### config.mk
export PLATFORM = sky130hd
export DESIGN_NAME = shift_rows_stream
export DESIGN_NICKNAME = d
export VERILOG_FILES = /design/src/rtl/aes_pkg.sv /design/src/rtl/rows_rotate_nb.sv /design/src/rtl/shift_rows_stream.sv
export SDC_FILE = /design/constraint.sdc
export NUM_CORES = 1
export LEC_CHECK = 0
export BUFFER_PORTS_ARGS = -buffer_cell sky130_fd_sc_hd__buf_2
export CORE_ASPECT_RATIO = 0.7
export CORE_MARGIN = 1
export CORE_UTILIZATION = 56
export CTS_BUF_LIST = sky130_fd_sc_hd__clkbuf_8 sky130_fd_sc_hd__clkbuf_16
export DETAILED_ROUTE_END_ITERATION = 12
export GPL_TIMING_DRIVEN = 1
export PLACE_DENSITY = 0.81
export SYNTH_ARGS = -nofsm -noshare
export SYNTH_HDL_FRONTEND = slang
export SYNTH_SLANG_ARGS = --single-unit
### constraint.sdc
create_clock -name clk -period 10.66 [get_ports clk]
set_input_delay 0.533 -clock clk [delete_from_list [all_inputs] [get_ports clk]]
set_output_delay 0.533 -clock clk [all_outputs]
set_load 0.05 [all_outputs]
### src/rtl/aes_pkg.sv
// aes_pkg: shared types, limits and ShiftRows tables
// for the column-serial AES/Rijndael datapath.
package aes_pkg;

    localparam int NB_MAX = 8;

    // bit n set <=> NB = n is a legal Rijndael block width
    localparam logic [NB_MAX:0] NB_LEGAL = 9'b1_0101_0000;

    typedef logic [31:0] col_t;

    typedef enum logic {
        FWD = 1'b0,
        INV = 1'b1
    } state_mode_e;

    function automatic int row_offset(input int nb, input int r);
        int off;
        off = 0;
        unique case (r)
            1:       off = 1;
            2:       off = (nb == 8) ? 3 : 2;
            3:       off = (nb == 8) ? 4 : 3;
            default: off = 0;
        endcase
        return off;
    endfunction

    function automatic bit nb_is_legal(input int nb);
        bit ok;
        ok = 1'b0;
        if (nb >= 0 && nb <= NB_MAX)
            ok = NB_LEGAL[nb[3:0]];
        return ok;
    endfunction

endpackage

### src/rtl/rows_rotate_nb.sv
// rows_rotate_nb: picks one ShiftRows-permuted column
// out of an NB-column state, forward or inverse.
module rows_rotate_nb
    import aes_pkg::*;
#(
    parameter int NB = 4,
    localparam int CW = $clog2(NB)
) (
    input  col_t          bank [NB],
    input  logic [CW-1:0] col,
    input  state_mode_e   mode,
    output col_t          out_col
);

    int src;

    // each output row byte comes from the rotated source column
    always_comb begin
        out_col = '0;
        src     = 0;
        for (int r = 0; r < 4; r++) begin
            if (mode == INV)
                src = (int'(col) + NB - row_offset(NB, r)) % NB;
            else
                src = (int'(col) + row_offset(NB, r)) % NB;
            out_col[8*r +: 8] = bank[src[CW-1:0]][8*r +: 8];
        end
    end

endmodule

### src/rtl/shift_rows_stream.sv
// shift_rows_stream: ping-pong buffered, column-serial
// ShiftRows engine with valid/ready on both sides.
module shift_rows_stream
    import aes_pkg::*;
#(
    parameter int NB       = 4,
    parameter int OUT_GATE = 1
) (
    input  logic        clk,
    input  logic        rst,
    input  logic        flush,
    input  logic        in_valid,
    output logic        in_ready,
    input  logic [31:0] in_data,
    input  logic        in_mode,
    output logic        out_valid,
    input  logic        out_ready,
    output logic [31:0] out_data,
    output logic        out_last,
    output logic        out_mode
);

    localparam int CW = $clog2(NB);
    localparam logic [CW-1:0] LAST = CW'(NB - 1);

    if (!nb_is_legal(NB)) begin : g_bad_nb
        $error("shift_rows_stream: NB must be 4, 6 or 8");
    end

    col_t          bank [2][NB];
    logic [1:0]    full;
    logic [1:0]    mode;
    logic          wr_bank;
    logic          rd_bank;
    logic [CW-1:0] wr_col;
    logic [CW-1:0] rd_col;
    col_t          rd_sel [NB];
    col_t          perm;
    logic          in_beat;
    logic          out_beat;

    assign in_ready  = !full[wr_bank] && !rst;
    assign out_valid = full[rd_bank];
    assign in_beat   = in_valid && in_ready;
    assign out_beat  = out_valid && out_ready;
    assign out_last  = out_valid && (rd_col == LAST);
    assign out_mode  = mode[rd_bank];

    // fill and drain never target the same bank: fill
    // needs it empty, drain needs it full
    always_ff @(posedge clk or posedge rst) begin
        if (rst) begin
            full    <= '0;
            mode    <= '0;
            wr_bank <= 1'b0;
            rd_bank <= 1'b0;
            wr_col  <= '0;
            rd_col  <= '0;
            for (int b = 0; b < 2; b++)
                for (int c = 0; c < NB; c++)
                    bank[b][c] <= '0;
        end else if (flush) begin
            full    <= '0;
            wr_bank <= 1'b0;
            rd_bank <= 1'b0;
            wr_col  <= '0;
            rd_col  <= '0;
        end else begin
            if (in_beat) begin
                bank[wr_bank][wr_col] <= in_data;
                if (wr_col == '0)
                    mode[wr_bank] <= in_mode;
                if (wr_col == LAST) begin
                    full[wr_bank] <= 1'b1;
                    wr_bank       <= !wr_bank;
                    wr_col        <= '0;
                end else begin
                    wr_col <= wr_col + CW'(1);
                end
            end
            if (out_beat) begin
                if (rd_col == LAST) begin
                    full[rd_bank] <= 1'b0;
                    rd_bank       <= !rd_bank;
                    rd_col        <= '0;
                end else begin
                    rd_col <= rd_col + CW'(1);
                end
            end
        end
    end

    // present the draining bank to the permutation network
    always_comb begin
        for (int c = 0; c < NB; c++)
            rd_sel[c] = rd_bank ? bank[1][c] : bank[0][c];
    end

    rows_rotate_nb #(
        .NB (NB)
    ) u_rot (
        .bank    (rd_sel),
        .col     (rd_col),
        .mode    (state_mode_e'(mode[rd_bank])),
        .out_col (perm)
    );

    assign out_data = (OUT_GATE != 0 && !out_valid) ? '0 : perm;

endmodule
==> results.sh <==
export IMPL_fin_worst_skew_ns=0.009540
export IMPL_clk_pin_slew_worst_paths_ns=0.07
export IMPL_final_util_pct=64.22
export IMPL_dp_hpwl_mm=15.44
export IMPL_area_growth_pct=11.15
export IMPL_diodes=0
export IMPL_start_kind="register"
export IMPL_io_buffers=73
export IMPL_row_count=44
export IMPL_synth_area_per_cell_um2=15.80
export IMPL_seq_area_frac_synth_pct=54.92
export IMPL_cts_hold_buf=0
export IMPL_fin_crit_ns=4.549
export IMPL_critPathMaxFanout=69
export IMPL_setup_tns_ns=0
export IMPL_worst_pin_slew_ns=1.266
export IMPL_vias_per_cell=6.123
export IMPL_hold_viol=0
export IMPL_synth_nets=810
export IMPL_drc=0
export IMPL_netlist_area_mm2=0.01212
export IMPL_yosys_top_cells_count="dfrtp_1, mux2_2, mux4_2"
export IMPL_synth_area_leaders="dfrtp_1, mux2_2, mux4_2"
export IMPL_grt_pass1_wl_mm=42.39
export IMPL_worst_path_dominant_cell_family="flip-flops"
export IMPL_outcome="finished, final reports clean"
export IMPL_met3_usage_pct=3.863
export IMPL_max_freq_ghz=0.2198
export IMPL_ff2ff_path_depth=4
export IMPL_clockBufferDepth=3
export IMPL_top_usage_layer="met2"
export IMPL_htree_levels=1
export IMPL_crit_path_start="rd_bank"
export IMPL_gr_usage_met1_pct=34.60
export IMPL_drive_gt1_share_pct=53.80
export IMPL_path_depth=5
export IMPL_gp_congestion=0.8099
export IMPL_critical_path_arrival_ns=4.02
export IMPL_rsz0062_at_grt="no"
export IMPL_vdd_drop_max_uv=134.4
export IMPL_grt_use_met2_pct=41.61
export IMPL_post_cts_buffers=0
export IMPL_leakage_nw=6.421
export IMPL_fin_ws_ns=6.111
export IMPL_clock_sinks=266
export IMPL_grt_pass1_vias=7619
export IMPL_r2r_end="full[1]"
export IMPL_crit_slowest_cell="dfrtp_4"
export IMPL_cp_end_kind="output port"
export IMPL_synth_warnings=0
export IMPL_synth_top_cell_area_share_pct=54.92
export IMPL_setup_viol=0
export IMPL_die_height_um=125.1
export IMPL_r2r_start="rd_bank"
export IMPL_fin_crit_sh_pct=42.67
export IMPL_netlist_instances=767
export IMPL_crit_buf_inv=1
export IMPL_slew_headroom_pct=15.56
export IMPL_die_width_um=177.8
export IMPL_cts_resized=0
export IMPL_synth_seq_cells=266
export IMPL_maxCapViolations=0
export IMPL_crit_chain="mux2i_1, xor2_2, nand2_1, a21oi_1, buf_2"
export IMPL_pre_cts_ws_ns=6.643
export IMPL_antenna_left=0
export IMPL_wirelength_mm=26.31
export IMPL_grt_max_degree=125
export IMPL_dieArea_mm2=0.02224
export IMPL_crit_path_end="out_data[30]"
export IMPL_yosysTopAreaCell="dfrtp_1"
export IMPL_crit_type="register to output port"
export IMPL_antenna_found_initial=0
export IMPL_async_flop_share_pct=100.0
export IMPL_cts_inserted_buffers=25
export IMPL_slew_violations=0
export IMPL_initial_core_util_pct=57.78
export IMPL_synth_flop_cell="dfrtp_1"
export IMPL_grt_use_total_pct=24.92
export IMPL_core_mm2=0.02098
export IMPL_power_per_cell_area_mw_per_mm2=175.5
export IMPL_cp_slowest_stage_delay_ns=1.20
export IMPL_overflow=0
export IMPL_cts_root_buf="clkbuf_16"
export IMPL_synth_most_common_cell="dfrtp_1"
export IMPL_ys_types=25
export IMPL_reg2reg_setup_slack_ns=8.06
export IMPL_first_iter_violations=378
export IMPL_drt_wirelength_per_cell_um=23.53
export IMPL_cts_tree="built"
export IMPL_synth_edf_count=0
export IMPL_ios=74
export IMPL_hp_class="input port to asynchronous set/reset pin"
export IMPL_nNetsFinal=868
export IMPL_crit_required_ns=10.13
export IMPL_drtPass1Iterations=4
export IMPL_num_vias=6845
export IMPL_clk_latency_ns=0.53
[state kept, by name (all words and copies together), names as in the netlist]
signal	cells
bank	256
wr_bank	1
wr_col	2
mode	2
rd_col	2
full	2
rd_bank	1
[cells in the final DEF, fill, tap and decap left out, drive strengths merged, types with 2 or more instances in the layout]
cell | synthesis | routed
a21oi | 18 | 18
a31oi | 2 | 2
and2 | 2 | 2
buf | 40 | 78
bufinv | 0 | 5
clkbuf | 7 | 29
dfrtp | 266 | 266
ha | 5 | 5
inv | 6 | 15
mux2 | 258 | 258
mux2i | 20 | 20
mux4 | 64 | 64
nand2 | 44 | 44
nand3 | 3 | 3
nor2 | 21 | 21
nor4b | 2 | 2
xnor2 | 3 | 3
xor2 | 2 | 2
[how the worst min path moves through the flow]
stage	end	slack (ns)	cells after the start
2_1_floorplan	bank[10]	0.47	1
3_3_place_gp	bank[55]	0.48	1
3_5_place_dp	bank[55]	0.49	1
4_1_cts	full[1]	0.22	2
5_1_grt	full[1]	0.23	2
6_report	wr_col[1]	0.16	2
[per-layer routing]
metal	share of wire, %	vias to the layer above
li1	-	2937
met1	43	3684
met2	50	168
met3	4.2	56
met4	2.2	0
met5	0	-
[layout make-up]
class,instances,area (µm²)
Clock buffer,29,680.7
Clock inverter,15,198.9
Fill cell,1447,7505
Inverter,6,30.03
Multi-Input combinational cell,448,5149
Sequential cell,266,6664
Tap cell,276,345.3
Timing Repair Buffer,78,402.9
[cell families (layout without fill, tap and decap cells)]
group	after synthesis	in the layout	share of synthesized area (%)
simple gates	75	75	2.819
flops	266	266	54.92
mux	342	342	37.52
compound gates	21	21	0.9189
xor+xnor	5	5	0.3614
fa+ha+maj	5	5	0.5162
buf+inv	53	128	2.942
[per-stage QoR]
step / power, mW / hold slack [ns] / cell area, µm² / std cells
2_1_floorplan: 1.347 / 0.4738 / 12120 / 767
3_3_place_gp: 1.406 / 0.4810 / 12590 / 1074
3_5_place_dp: 1.431 / 0.4875 / 12590 / 1074
4_1_cts: 2.377 / 0.2243 / 13470 / 1118
5_1_grt: 2.453 / 0.2307 / 13470 / 1118
6_report: 2.365 / 0.1558 / 13470 / 1118
[where the power goes]
part | total, mW | internal [mW] | switching, mW
Sequential | 1.15 | 1.11 | 0.0487
Clock | 0.952 | 0.575 | 0.377
Combinational | 0.258 | 0.140 | 0.118
(Power assumes the default switching activity.)
